### src/rtl/pwm_capture_if.sv
// rtl/pwm_capture_if.sv - measurement result bundle published by pwm_capture
interface pwm_capture_if #(
    parameter int CNT_W = 16
);
    logic [CNT_W-1:0] period;
    logic [CNT_W-1:0] high_time;
    logic [CNT_W-1:0] top_est;
    logic             valid;
    logic             timeout;

    modport master (
        output period,
        output high_time,
        output top_est,
        output valid,
        output timeout
    );

    modport slave (
        input  period,
        input  high_time,
        input  top_est,
        input  valid,
        input  timeout
    );
endinterface

### src/rtl/pwm_capture.sv
// rtl/pwm_capture.sv - PWM period/high-time capture; optional glitch filter via PWM_CAPTURE_GLITCH_FILTER_EN
module pwm_capture #(
    parameter int CNT_W       = 16,
    parameter int SYNC_STAGES = 2,
    parameter int FILTER_LEN  = 4
) (
    input  logic          clk,
    input  logic          reset_n,
    input  logic          GPIO_in,
    input  logic          enable,
    pwm_capture_if.master cap
);
    typedef enum logic [1:0] {S_IDLE, S_ARM, S_HIGH, S_LOW} state_t;

    state_t             r_state;
    state_t             w_next;
    logic [SYNC_STAGES-1:0] r_sync;
    logic               w_synced;
    logic               w_level;
    logic               r_prev;
    logic               w_rise;
    logic               w_fall;
    logic [CNT_W-1:0]   r_cnt;
    logic [CNT_W-1:0]   w_cnt_inc;
    logic               w_cnt_max;
    logic [CNT_W-1:0]   r_hi_cap;
    logic [CNT_W-1:0]   r_period;
    logic [CNT_W-1:0]   r_high_time;
    logic [CNT_W-1:0]   r_top_est;
    logic               r_valid;
    logic               r_timeout;
    logic               w_cnt_clr;
    logic               w_hi_load;
    logic               w_publish;
    logic               w_missed_fall;
    logic               w_to_set;

    always_ff @(posedge clk or negedge reset_n) begin
        if (!reset_n) begin
            r_sync <= '0;
        end else begin
            r_sync <= {r_sync[SYNC_STAGES-2:0], GPIO_in};
        end
    end

    assign w_synced = r_sync[SYNC_STAGES-1];

`ifdef PWM_CAPTURE_GLITCH_FILTER_EN
    localparam int FC_W = $clog2(FILTER_LEN + 1);

    logic            r_filt;
    logic [FC_W-1:0] r_fcnt;

    // Level flips only after FILTER_LEN consecutive samples disagree with it.
    always_ff @(posedge clk or negedge reset_n) begin
        if (!reset_n) begin
            r_filt <= 1'b0;
            r_fcnt <= '0;
        end else if (w_synced == r_filt) begin
            r_fcnt <= '0;
        end else if (r_fcnt == FC_W'(FILTER_LEN - 1)) begin
            r_filt <= w_synced;
            r_fcnt <= '0;
        end else begin
            r_fcnt <= r_fcnt + FC_W'(1);
        end
    end

    assign w_level = r_filt;
`else
    assign w_level = w_synced;
`endif

    assign w_rise    = w_level & ~r_prev;
    assign w_fall    = ~w_level & r_prev;
    assign w_cnt_inc = r_cnt + CNT_W'(1);
    assign w_cnt_max = &r_cnt;

    always_ff @(posedge clk or negedge reset_n) begin
        if (!reset_n) begin
            r_state <= S_IDLE;
        end else begin
            r_state <= w_next;
        end
    end

    always_comb begin
        w_next        = r_state;
        w_cnt_clr     = 1'b0;
        w_hi_load     = 1'b0;
        w_publish     = 1'b0;
        w_missed_fall = 1'b0;
        w_to_set      = 1'b0;
        if (!enable) begin
            w_next    = S_IDLE;
            w_cnt_clr = 1'b1;
        end else begin
            case (r_state)
                S_IDLE: begin
                    w_next    = S_ARM;
                    w_cnt_clr = 1'b1;
                end
                S_ARM: begin
                    if (w_rise) begin
                        w_next = S_HIGH;
                    end else if (w_cnt_max) begin
                        w_to_set = 1'b1;
                    end
                end
                S_HIGH: begin
                    // Saturation wins over a coincident edge so cnt+1 never wraps.
                    if (w_cnt_max) begin
                        w_to_set = 1'b1;
                        w_next   = S_ARM;
                    end else if (w_rise) begin
                        w_publish     = 1'b1;
                        w_missed_fall = 1'b1;
                    end else if (w_fall) begin
                        w_hi_load = 1'b1;
                        w_next    = S_LOW;
                    end
                end
                S_LOW: begin
                    if (w_cnt_max) begin
                        w_to_set = 1'b1;
                        w_next   = S_ARM;
                    end else if (w_rise) begin
                        w_publish = 1'b1;
                        w_next    = S_HIGH;
                    end
                end
                default: begin
                    w_next = S_IDLE;
                end
            endcase
        end
    end

    always_ff @(posedge clk or negedge reset_n) begin
        if (!reset_n) begin
            r_prev      <= 1'b0;
            r_cnt       <= '0;
            r_hi_cap    <= '0;
            r_period    <= '0;
            r_high_time <= '0;
            r_top_est   <= '0;
            r_valid     <= 1'b0;
            r_timeout   <= 1'b0;
        end else begin
            r_prev  <= w_level;
            r_valid <= w_publish;
            if (w_cnt_clr || w_rise) begin
                r_cnt <= '0;
            end else if (!w_cnt_max) begin
                r_cnt <= w_cnt_inc;
            end
            if (w_hi_load) begin
                r_hi_cap <= w_cnt_inc;
            end
            if (w_publish) begin
                r_period    <= w_cnt_inc;
                r_high_time <= w_missed_fall ? w_cnt_inc : r_hi_cap;
                r_top_est   <= r_cnt;
                r_timeout   <= 1'b0;
            end else if (w_to_set) begin
                r_timeout <= 1'b1;
            end
        end
    end

    assign cap.period    = r_period;
    assign cap.high_time = r_high_time;
    assign cap.top_est   = r_top_est;
    assign cap.valid     = r_valid;
    assign cap.timeout   = r_timeout;
endmodule

### src/flat_wrapper.sv
// flat-port wrapper written by rule: the top's interface ports become plain ports
module pwm_capture_flat 
#(
    parameter int CNT_W       = 16,
    parameter int SYNC_STAGES = 2,
    parameter int FILTER_LEN  = 4
)
  (clk, reset_n, GPIO_in, enable, cap_period, cap_high_time, cap_top_est, cap_valid, cap_timeout);
  pwm_capture_if #(.CNT_W(CNT_W)) cap_i ();
  input  logic clk;
  input  logic reset_n;
  input  logic GPIO_in;
  input  logic enable;
  output wire logic [$bits(cap_i.period)-1:0] cap_period;
  output wire logic [$bits(cap_i.high_time)-1:0] cap_high_time;
  output wire logic [$bits(cap_i.top_est)-1:0] cap_top_est;
  output wire logic [$bits(cap_i.valid)-1:0] cap_valid;
  output wire logic [$bits(cap_i.timeout)-1:0] cap_timeout;
  assign cap_period = cap_i.period;
  assign cap_high_time = cap_i.high_time;
  assign cap_top_est = cap_i.top_est;
  assign cap_valid = cap_i.valid;
  assign cap_timeout = cap_i.timeout;
  pwm_capture #(.CNT_W(CNT_W), .SYNC_STAGES(SYNC_STAGES), .FILTER_LEN(FILTER_LEN)) u_core (.clk(clk), .reset_n(reset_n), .GPIO_in(GPIO_in), .enable(enable), .cap(cap_i));
endmodule
### config.mk
export PLATFORM = sky130hd
export DESIGN_NAME = pwm_capture_flat
export DESIGN_NICKNAME = d
export VERILOG_FILES = /design/src/rtl/pwm_capture_if.sv /design/src/rtl/pwm_capture.sv /design/src/flat_wrapper.sv
export SDC_FILE = /design/constraint.sdc
export NUM_CORES = 1
export LEC_CHECK = 0
export ABC_AREA = 1
export BUFFER_PORTS_ARGS = -buffer_cell sky130_fd_sc_hd__buf_2
export CAP_MARGIN = 20
export CELL_PAD_IN_SITES_DETAIL_PLACEMENT = 1
export CELL_PAD_IN_SITES_GLOBAL_PLACEMENT = 2
export CORE_MARGIN = 2
export CORE_UTILIZATION = 34
export DETAILED_ROUTE_END_ITERATION = 7
export GPL_TIMING_DRIVEN = 0
export MAX_ROUTING_LAYER = met4
export PLACE_DENSITY_LB_ADDON = 0.1
export SYNTH_ARGS = -nofsm -noshare
export SYNTH_HDL_FRONTEND = slang
export SYNTH_SLANG_ARGS = --single-unit
### constraint.sdc
create_clock -name clk -period 2 [get_ports clk]
set_input_delay 0.2 -clock clk [delete_from_list [all_inputs] [get_ports clk]]
set_output_delay 0.2 -clock clk [all_outputs]
set_load 0.1 [all_outputs]
==> reports/qor.txt <==
status: finished, final reports clean
port bufs: 53
leakage: 0.002230 uW
drt total wl: 11.50 mm
P&R area growth vs syn: 18.11%
WHS Path Cells: 3
via count: 3181
vias per cell: 4.879
core area: 0.01089 mm2
max-slew violations: 0
Slew HR: 51.86%
RSZ-0062 raised after global routing: no
hold crit path type: input port to register
H-tree depth: 3
Async SR Flop Fraction: 100.0%
Die Y: 110.0 um
CP Depth: 9
setup bufs post-CTS: 0
slowest cell on the critical path: dfrtp_2
crit path kind: register to register
R2R Setup Slk: 0.16 ns
crit end category: register
routability cong.: 0.8874
largest net degree at the start of global routing: 52
RR Endpoint: u_core.cap.high_time[0]$_DFFE_PN0P_
clock root buffer: clkbuf_8
cell taking the most area after synthesis: dfrtp_1
Final nets: 512
CP Launch Type: register
ys flop type: dfrtp_1
Crit path largest cell delay: 0.45 ns
Residual DRC: 0
Post-Syn Area: 0.003820 mm2
Final ANT Viol Nets: 0
P_sw: 1398 uW
Flop pwr share: 48.7%
GRT Util Overall: 21.61%
sw frac: 36.08%
crit path to: u_core.cap.high_time[0]$_DFFE_PN0P_
CP Max Fanout: 10
number of enable flip-flop cells after synthesis: 0
initial DRC count: 143
final setup vio count: 0
power per cell area: 858.7 mW/mm2
Clk Latency, worst-skew pair: 0.37 ns
Synth warnings: 0
CTS buffer count: 9
HPWL Detailed: 8.376 mm
num ports: 54
aggregate global routing overflow: 0
vias in the first global route: 3345
initial antenna violation count: 0
fillers: 1333
Final Non-Filler Cells: 652
critical-path cell list: ha_2, nand2_2, nor2_4, nand3_1, nor2_2, nor2_2, buf_2, o211ai_1, nand2_1
Top cell by count, worst path: nor2_2
combinational share of power: 21.4%
WL/cell: 17.64 um
CP required: 2.31 ns
most common cell in the netlist: nand2_1
WP buf/inv: 1
Gate Count Post-Synth: 440
Worst-path clk slew: 0.09 ns
Placed Instances: 634
syn nets: 445
Worst VDD drop: 342.1 uV
Arrival @ worst endpoint: 2.15 ns
Die ar.: 0.01210 mm2
Die W: 110.0 um
first-pass GRT wire length: 18.47 mm
Top delay family on crit path: simple AND/OR/NAND/NOR gates
top cell type's share of synthesized area: 56.99%
Synth top cells by count: nand2_1 (143), dfrtp_1 (87), o21ai_0 (43)
endpoints failing hold: 0
max cap viols: 0
CTS tree: done
Setup TNS: 0 ns
CTS max path bufs: 2
Final Skew: 0.01132 ns
Power Internal: 2476 uW
minimum clock period: 1.843 ns
mean post-synth cell area: 8.682 um2
period utilisation layout: 92.13%
# clock sinks: 87
fmax: 0.5427 GHz
ant diodes: 0
worst slew pin tran: 0.7221 ns
starting density of the core: 35.08%
# rows: 38
top cells by area, synth: dfrtp_1 (57%), nand2_1 (14%), o21ai_0 (5.6%)
share of cells above drive strength 1: 21.48%
sequential share of the synthesized area: 56.99%
#FFs+latches synth: 87
crit path launch: u_core.r_cnt[0]$_DFFE_PN0P_
R2R depth: 9
Final Hold Slack: 0.1185 ns
reg-to-reg startpoint: u_core.r_cnt[0]$_DFFE_PN0P_
PnR Total Power: 3874 uW
drt first pass iters: 4
Distinct cells, synth: 29
Clk pwr share: 29.9%
[logic make-up after synthesis]
kind of cell | after synthesis | share of synthesized area, %
XOR/XNOR | 5 | 1.146
buffers and inverters | 54 | 6.682
AND/OR/NAND/NOR | 216 | 24.04
flip-flops | 87 | 56.99
adder cells (fa/ha/maj) | 1 | 0.3275
AO/OA/AOI/OAI | 77 | 10.81
[how the worst min path moves through the flow]
stage | from | endpoint | slack [ns]
floorplan | reset_n | u_core.cap.high_time[0]$_DFFE_PN0P_ | -0.1
global placement | GPIO_in | u_core.r_sync[0]$_DFF_PN0_ | 0.31
detailed placement | reset_n | u_core.cap.period[5]$_DFFE_PN0P_ | 0.21
CTS | enable | u_core.r_state[1]$_DFFE_PN0P_ | 0.09
global route | enable | u_core.r_state[1]$_DFFE_PN0P_ | 0.12
finish | enable | u_core.r_state[1]$_DFFE_PN0P_ | 0.12
[registers in the layout (all words and copies together) (netlist names)]
register / count
u_core.r_cnt: 16
u_core.r_prev: 1
u_core.cap.top_est: 16
u_core.r_sync: 2
u_core.cap.valid: 1
u_core.r_state: 2
u_core.cap.high_time: 16
u_core.r_hi_cap: 16
u_core.cap.timeout: 1
u_core.cap.period: 16
[layout by cell type (no fill, tap or decap), types with 2 or more instances in the layout]
cell,count
o21ai_1,23
a21oi_2,2
clkbuf_1,4
nor2_1,31
nand4_1,6
dlygate4sd3_1,2
o21ai_0,43
clkbuf_8,11
inv_1,35
nand2_1,143
nand2_4,2
nand3_1,14
nand2_2,2
buf_6,3
or2_2,5
inv_2,3
clkinv_2,4
buf_2,55
nor3_1,2
nor2_4,3
nor2_2,6
xor2_2,2
o211ai_1,5
dfrtp_1,86
buf_4,8
xor2_1,3
[worst reg2reg max path, stage by stage (launching register included)]
cell	delay, ns
dfrtp_2	0.45
ha_2	0.22
nand2_2	0.09
nor2_4	0.05
nand3_1	0.13
nor2_2	0.07
nor2_2	0.27
buf_2	0.29
o211ai_1	0.13
nand2_1	0.09
[per-layer routing]
layer / share of wire (%) / GRT usage [%]
met1: 47 / 27.33
met5: 0 / -
met3: 2.2 / 2.939
met4: 2.4 / 8.951
met2: 48 / 34.97
[area by class of cell]
type / instances / area (um2) / area share, %
Inverter: 38 / 142.6 / 3.161
Tap cell: 140 / 175.2 / 3.882
Buffer: 16 / 112.6 / 2.496
Timing Repair Buffer: 56 / 315.3 / 6.988
Clock buffer: 12 / 155.1 / 3.439
Multi-Input combinational cell: 299 / 1413 / 31.31
Clock inverter: 4 / 20.02 / 0.4437
Sequential cell: 87 / 2178 / 48.28
[through the flow]
stage / worst slack, ns / instance area (um2) / util, %
2_1_floorplan: 0.4354 / 3820 / -
3_5_place_dp: -0.1020 / 4290 / 39.40
5_1_grt: 0.02952 / 4512 / 41.44
6_report: 0.1575 / 4512 / 41.44
3_3_place_gp: -0.1281 / 4260 / 39.13
4_1_cts: 0.04473 / 4503 / 41.36
[what timing repair did]
action,in CTS,in global routing
hold buffers,2,0
setup endpoints to repair,8,66
pin swaps,0,0
endpoints found under the hold margin,37,0
gates resized for setup,3,3
[power by group through the flow]
| stage | Combinational (uW) | Sequential, uW | Clock, uW |
|---|---|---|---|
| 2_1_floorplan | 126 | 2450 | 0 |
| 3_3_place_gp | 821 | 1920 | 0 |
| 3_5_place_dp | 835 | 1920 | 0 |
| 4_1_cts | 839 | 1890 | 1200 |
| 5_1_grt | 874 | 1900 | 1250 |
| 6_report | 830 | 1890 | 1160 |
(Power assumes the default switching activity.)
